`config.mk`:
```
export PLATFORM = sky130hd
export DESIGN_NAME = pot_controller_flat
export DESIGN_NICKNAME = d
export VERILOG_FILES = /design/src/rtl/pot_controller_if.sv /design/src/rtl/pot_controller.sv /design/src/flat_wrapper.sv
export SDC_FILE = /design/constraint.sdc
export NUM_CORES = 1
export LEC_CHECK = 0
export BUFFER_PORTS_ARGS = -buffer_cell sky130_fd_sc_hd__buf_4
export CAP_MARGIN = 15
export CORE_AREA = 3 3 80 59
export CTS_CLUSTER_DIAMETER = 100
export DETAILED_ROUTE_END_ITERATION = 7
export DIE_AREA = 0 0 83 62
export GPL_ROUTABILITY_DRIVEN = 1
export PLACE_DENSITY = 0.8
export SYNTH_ARGS = -nofsm -noshare
export SYNTH_HDL_FRONTEND = slang
export SYNTH_SLANG_ARGS = --single-unit
```
`constraint.sdc`:
```
create_clock -name frame_clk -period 6.4 [get_ports frame_clk]
set_input_delay 0.32 -clock frame_clk [delete_from_list [all_inputs] [get_ports frame_clk]]
set_output_delay 0.32 -clock frame_clk [all_outputs]
set_load 0.005 [all_outputs]
```
`src/rtl/pot_controller_if.sv`:
```
// Signal bundle between the penguin/interaction side and the stove pot controller.
// The master drives the penguin-side inputs; the slave (the pot) drives the pot status and pulses.
interface pot_controller_if;
  logic [7:0] keycode;
  logic       wallFlag;
  logic [3:0] tileType;
  logic [2:0] spriteIndexIn;
  logic [1:0] plateState;
  logic [1:0] potState;
  logic [1:0] onionCount;
  logic [3:0] cookProgress;
  logic       consumeIngredient;
  logic       servePulse;

  modport master (
    output keycode, wallFlag, tileType, spriteIndexIn, plateState,
    input  potState, onionCount, cookProgress, consumeIngredient, servePulse
  );

  modport slave (
    input  keycode, wallFlag, tileType, spriteIndexIn, plateState,
    output potState, onionCount, cookProgress, consumeIngredient, servePulse
  );
endinterface

```
`src/rtl/pot_controller.sv`:
```
// Stove pot sequencer: takes onions, cooks on a frame timer, holds soup for a plate,
// and burns soup left too long. All outputs are registered on frame_clk.
module pot_controller #(
  parameter int COOK_FRAMES   = 320,
  parameter int BURN_FRAMES   = 300,
  parameter int ONIONS_NEEDED = 3,
  parameter int DEBOUNCE      = 3
) (
  input logic              frame_clk,
  input logic              Reset,
  pot_controller_if.slave  bus
);

  localparam logic [9:0] COOK_LAST = 10'(COOK_FRAMES - 1);
  localparam logic [9:0] BURN_LAST = 10'(BURN_FRAMES - 1);
  localparam logic [9:0] STEP_LAST = 10'(COOK_FRAMES / 16 - 1);
  localparam logic [1:0] ONIONS_N  = 2'(ONIONS_NEEDED);
  localparam logic [3:0] DBNC_MIN  = 4'(DEBOUNCE);

  typedef enum logic [2:0] {EMPTY, FILLING, COOKING, READY, BURNT} state_t;

  state_t     state_reg, state_next;
  logic [3:0] dbnc_reg, dbnc_next;
  logic [9:0] timer_reg, timer_next;
  logic [9:0] step_reg, step_next;
  logic [1:0] onion_reg, onion_next;
  logic [3:0] progress_reg, progress_next;
  logic [1:0] pot_reg, pot_next;
  logic       consume_reg, consume_next;
  logic       serve_reg, serve_next;

  logic       press, evt, act;
  logic       onion_held, plate_ok, empty_hand;
  logic [1:0] onion_inc;

  // A held key produces one event: dbnc only recovers on frames without E.
  assign press = (bus.keycode == 8'h08);
  assign evt   = press && (dbnc_reg >= DBNC_MIN);
  assign act   = evt && bus.wallFlag && (bus.tileType == 4'd3);

  assign onion_held = (bus.spriteIndexIn == 3'd1);
  assign plate_ok   = (bus.spriteIndexIn == 3'd2) && (bus.plateState == 2'd0);
  assign empty_hand = (bus.spriteIndexIn == 3'd0);
  assign onion_inc  = onion_reg + 2'd1;

  always_comb begin
    dbnc_next = dbnc_reg;
    if (!press) begin
      if (dbnc_reg != 4'd15) dbnc_next = dbnc_reg + 4'd1;
    end else if (evt) begin
      dbnc_next = 4'd0;
    end
  end

  always_ff @(posedge frame_clk or posedge Reset) begin
    if (Reset) state_reg <= EMPTY;
    else       state_reg <= state_next;
  end

  always_comb begin
    state_next    = state_reg;
    onion_next    = onion_reg;
    timer_next    = timer_reg;
    step_next     = step_reg;
    progress_next = progress_reg;
    unique case (state_reg)
      EMPTY: begin
        if (act && onion_held) begin
          onion_next    = 2'd1;
          timer_next    = 10'd0;
          step_next     = 10'd0;
          progress_next = 4'd0;
          state_next    = (ONIONS_NEEDED == 1) ? COOKING : FILLING;
        end
      end
      FILLING: begin
        if (act && onion_held) begin
          onion_next = onion_inc;
          if (onion_inc == ONIONS_N) begin
            state_next    = COOKING;
            timer_next    = 10'd0;
            step_next     = 10'd0;
            progress_next = 4'd0;
          end
        end
      end
      COOKING: begin
        if (timer_reg == COOK_LAST) begin
          state_next    = READY;
          timer_next    = 10'd0;
          step_next     = 10'd0;
          progress_next = 4'd15;
        end else begin
          timer_next = timer_reg + 10'd1;
          if (step_reg == STEP_LAST) begin
            step_next = 10'd0;
            if (progress_reg != 4'd15) progress_next = progress_reg + 4'd1;
          end else begin
            step_next = step_reg + 10'd1;
          end
        end
      end
      READY: begin
        // Serving takes priority over burning on the same frame.
        if (act && plate_ok) begin
          state_next    = EMPTY;
          onion_next    = 2'd0;
          progress_next = 4'd0;
          timer_next    = 10'd0;
          step_next     = 10'd0;
        end else if (timer_reg == BURN_LAST) begin
          state_next = BURNT;
          timer_next = 10'd0;
        end else begin
          timer_next = timer_reg + 10'd1;
        end
      end
      BURNT: begin
        if (act && empty_hand) begin
          state_next    = EMPTY;
          onion_next    = 2'd0;
          progress_next = 4'd0;
          timer_next    = 10'd0;
          step_next     = 10'd0;
        end
      end
      default: state_next = EMPTY;
    endcase
  end

  always_comb begin
    pot_next     = 2'd0;
    consume_next = 1'b0;
    serve_next   = 1'b0;
    if (state_next == READY) pot_next = 2'd1;
    if (state_next == BURNT) pot_next = 2'd2;
    if (act && onion_held && (state_reg == EMPTY || state_reg == FILLING)) consume_next = 1'b1;
    if (act && plate_ok && state_reg == READY) serve_next = 1'b1;
  end

  always_ff @(posedge frame_clk or posedge Reset) begin
    if (Reset) begin
      dbnc_reg     <= 4'd0;
      timer_reg    <= 10'd0;
      step_reg     <= 10'd0;
      onion_reg    <= 2'd0;
      progress_reg <= 4'd0;
      pot_reg      <= 2'd0;
      consume_reg  <= 1'b0;
      serve_reg    <= 1'b0;
    end else begin
      dbnc_reg     <= dbnc_next;
      timer_reg    <= timer_next;
      step_reg     <= step_next;
      onion_reg    <= onion_next;
      progress_reg <= progress_next;
      pot_reg      <= pot_next;
      consume_reg  <= consume_next;
      serve_reg    <= serve_next;
    end
  end

  assign bus.potState          = pot_reg;
  assign bus.onionCount        = onion_reg;
  assign bus.cookProgress      = progress_reg;
  assign bus.consumeIngredient = consume_reg;
  assign bus.servePulse        = serve_reg;

endmodule
```
`src/flat_wrapper.sv`:
```
// flat-port wrapper written by rule: the top's interface ports become plain ports
module pot_controller_flat 
#(
  parameter int COOK_FRAMES   = 320,
  parameter int BURN_FRAMES   = 300,
  parameter int ONIONS_NEEDED = 3,
  parameter int DEBOUNCE      = 3
)
  (frame_clk, Reset, bus_keycode, bus_wallFlag, bus_tileType, bus_spriteIndexIn, bus_plateState, bus_potState, bus_onionCount, bus_cookProgress, bus_consumeIngredient, bus_servePulse);
  pot_controller_if bus_i ();
  input logic frame_clk;
  input logic Reset;
  input wire logic [$bits(bus_i.keycode)-1:0] bus_keycode;
  input wire logic [$bits(bus_i.wallFlag)-1:0] bus_wallFlag;
  input wire logic [$bits(bus_i.tileType)-1:0] bus_tileType;
  input wire logic [$bits(bus_i.spriteIndexIn)-1:0] bus_spriteIndexIn;
  input wire logic [$bits(bus_i.plateState)-1:0] bus_plateState;
  output wire logic [$bits(bus_i.potState)-1:0] bus_potState;
  output wire logic [$bits(bus_i.onionCount)-1:0] bus_onionCount;
  output wire logic [$bits(bus_i.cookProgress)-1:0] bus_cookProgress;
  output wire logic [$bits(bus_i.consumeIngredient)-1:0] bus_consumeIngredient;
  output wire logic [$bits(bus_i.servePulse)-1:0] bus_servePulse;
  assign bus_i.keycode = bus_keycode;
  assign bus_i.wallFlag = bus_wallFlag;
  assign bus_i.tileType = bus_tileType;
  assign bus_i.spriteIndexIn = bus_spriteIndexIn;
  assign bus_i.plateState = bus_plateState;
  assign bus_potState = bus_i.potState;
  assign bus_onionCount = bus_i.onionCount;
  assign bus_cookProgress = bus_i.cookProgress;
  assign bus_consumeIngredient = bus_i.consumeIngredient;
  assign bus_servePulse = bus_i.servePulse;
  pot_controller #(.COOK_FRAMES(COOK_FRAMES), .BURN_FRAMES(BURN_FRAMES), .ONIONS_NEEDED(ONIONS_NEEDED), .DEBOUNCE(DEBOUNCE)) u_core (.frame_clk(frame_clk), .Reset(Reset), .bus(bus_i));
endmodule
```
==> flow_summary.json <==
{
  "hp-class": "input port to asynchronous set/reset pin",
  "fin_nets": 304,
  "skew_ns": 0.01209,
  "n_antenna_cell": 0,
  "synthTopCellsByCount": "dfrtp_1 (37), nand2_1 (24), nor3_1 (19), nor2_1 (18), nand3_1 (11)",
  "die_w_um": 83,
  "cap_violations": 0,
  "seq_area_frac_synth": 0.3903,
  "cts_root_buf": "clkbuf_8",
  "cts_tree": "yes",
  "rr_startpoint": "u_core.timer_reg[6]",
  "max_slew_margin": 0.5609,
  "use_met1": 0.3192,
  "p_sw_uw": 141.4,
  "ys_warn_count": 0,
  "first_pass_iters": 4,
  "synth_nets": 279,
  "finalSetupViolations": 0,
  "p_per_area_nw_per_um2": 201.1,
  "cp-start-kind": "flop",
  "top_usage_layer": "met2",
  "hold_viol": 0,
  "period_needed_ns": 2.499,
  "grt_start_max_net_pins": 38,
  "fill_cells": 315,
  "ys_ff_latch": 37,
  "cts_num_sinks": 37,
  "cp_max_fo": 11,
  "p_sw_frac": 0.2598,
  "die_y_um": 62,
  "status": "complete, no violations",
  "crit_start": "u_core.timer_reg[6]",
  "power_frac_seq": 0.487,
  "drtIter0Drc": 133,
  "synth_flop_cell": "dfrtp_1",
  "vias": 2080,
  "worstMarginPinSlew_ns": 0.6536,
  "cts.clk_slew.worst_paths_ns": 0.08,
  "wl_per_cell_um": 16.02,
  "cts_buffers": 5,
  "area_growth_pct": 14.14,
  "postSynthCellCount": 254,
  "use_met3": 0.04875,
  "rsz0062_at_grt": "no",
  "hold_buffers": 0,
  "fin_crit_sh": 0.3904,
  "initial_core_util": 0.6011,
  "ys_top_cells_by_area": "dfrtp_1 (39%), nor3_1 (4.0%), nand2_1 (3.8%)",
  "first_global_vias": 1852,
  "track_usage": 0.2194,
  "ios": 30,
  "worstSkewPairLatency_ns": 0.30,
  "grt_first_pass_wirelength_mm": 8.963,
  "endpoint_kind": "flop",
  "h-tree-depth": 2,
  "post-place-ws_ns": 3.788,
  "p_leak_nw": 1.154,
  "hpwl_mm": 3.767,
  "synth.most_common_cell": "dfrtp_1",
  "ir_drop_v": 0.0001604,
  "crit_type": "flop to flop",
  "cts_buffer_depth": 2,
  "p_int_uw": 403.0,
  "yosysUniqueCellTypes": 58,
  "timing.fmax_mhz": 400.2,
  "synth_area_um2": 2372,
  "cts_resized": 0,
  "grt.met2_usage": 0.3322,
  "slew_violations": 0,
  "port_buffers": 29,
  "rows": 19,
  "final.setup.tns_ns": 0,
  "drc": 0,
  "synth.top_cell.area_share": 0.3903,
  "die_area_um2": 5146,
  "drive_above_1_share": 0.1756,
  "grt_overflow": 0,
  "core_area_um2": 3946,
  "p_comb_frac": 0.149,
  "yosysTopAreaCell": "dfrtp_1",
  "finalWorstSetupSlack_ns": 3.901,
  "async_flop_share": 1.000,
  "critPathArrivalTime_ns": 2.73,
  "avgSynthCellArea_um2": 9.340,
  "antenna_found_initial": 0,
  "synth_edf_count": 0,
  "wirelength_mm": 5.303,
  "ant_nets": 0,
  "place.gp.congestion": 0.8402,
  "power_uw": 544.4,
  "post_cts_buffers": 0,
  "cp.required_ns": 6.63,
  "power_frac_clock": 0.364,
  "vias_per_cell": 6.284
}
[kinds of logic after synthesis]
family / Yosys count / share of synthesized area
AND/OR/NAND/NOR: 112 / 0.2616
multiplexers: 8 / 0.03534
buffers and inverters: 20 / 0.04061
AO/OA/AOI/OAI: 67 / 0.2273
adder cells (fa/ha/maj): 5 / 0.02637
XOR/XNOR: 5 / 0.01846
flip-flops: 37 / 0.3903
[per-layer routing]
layer / routed length, um / part of all wire
met2: 2336 / 0.44
met3: 264 / 0.050
met1: 2648 / 0.50
met5: 0 / 0
met4: 54 / 0.010
[cells in the final DEF, fill, tap and decap left out, types with 6 or more instances in the layout]
master    n
nor3_1   19
nand3_1  11
inv_1     6
a21oi_1  10
nand2_1  24
dfrtp_1  37
a22o_1   10
buf_4    32
nor2_1   18
o21ai_0   7
[through the flow]
stage          hold slack [ns]  utilization  area (um2)  cells
2_1_floorplan           0.4922            -        2372    254
3_3_place_gp            0.4579       0.6579        2596    323
3_5_place_dp            0.4665       0.6579        2596    323
4_1_cts                 0.1361       0.6842        2700    330
5_1_grt                 0.1737       0.6861        2708    331
6_report                0.1242       0.6861        2708    331
[layout make-up]
cell class	instances	area, um2	area share
multi-input cells	197	1350	0.4986
flip-flops and latches	37	925.9	0.3420
repair buffers	32	240.2	0.08872
clock buffers	5	68.82	0.02542
well taps	52	65.06	0.02403
clock inverters	2	35.03	0.01294
inverters	6	22.52	0.008318
[power groups by stage]
stage / Combinational [mW] / Clock (mW) / Sequential, mW
2_1_floorplan: 0.0674 / 0 / 0.261
3_3_place_gp: 0.0794 / 0 / 0.269
3_5_place_dp: 0.0813 / 0 / 0.269
4_1_cts: 0.0815 / 0.203 / 0.264
5_1_grt: 0.0951 / 0.212 / 0.268
6_report: 0.0810 / 0.198 / 0.265
[path summary, 6_finish.rpt]
path / slack, ns / to / cells after the start
min reg2reg: 0.53 / u_core.step_reg[7] / 1
min in group frame_clk: 0.41 / u_core.state_reg[1] / 3
max reg2reg: 3.90 / u_core.bus.cookProgress[1] / 7
max in group asynchronous: 5.94 / u_core.state_reg[0] / 3
min: 0.12 / u_core.step_reg[1] / 3
max: 3.90 / u_core.bus.cookProgress[1] / 7
[worst max-delay path: stages (launching register included)]
cell and delay (ns):
dfrtp_1 0.46, or4b_1 0.58, o31ai_1 0.21, buf_4 0.22
nor2_1 0.16, buf_4 0.21, a221oi_1 0.36, o32a_1 0.24
Note: power is estimated with default switching activity, not from simulation.
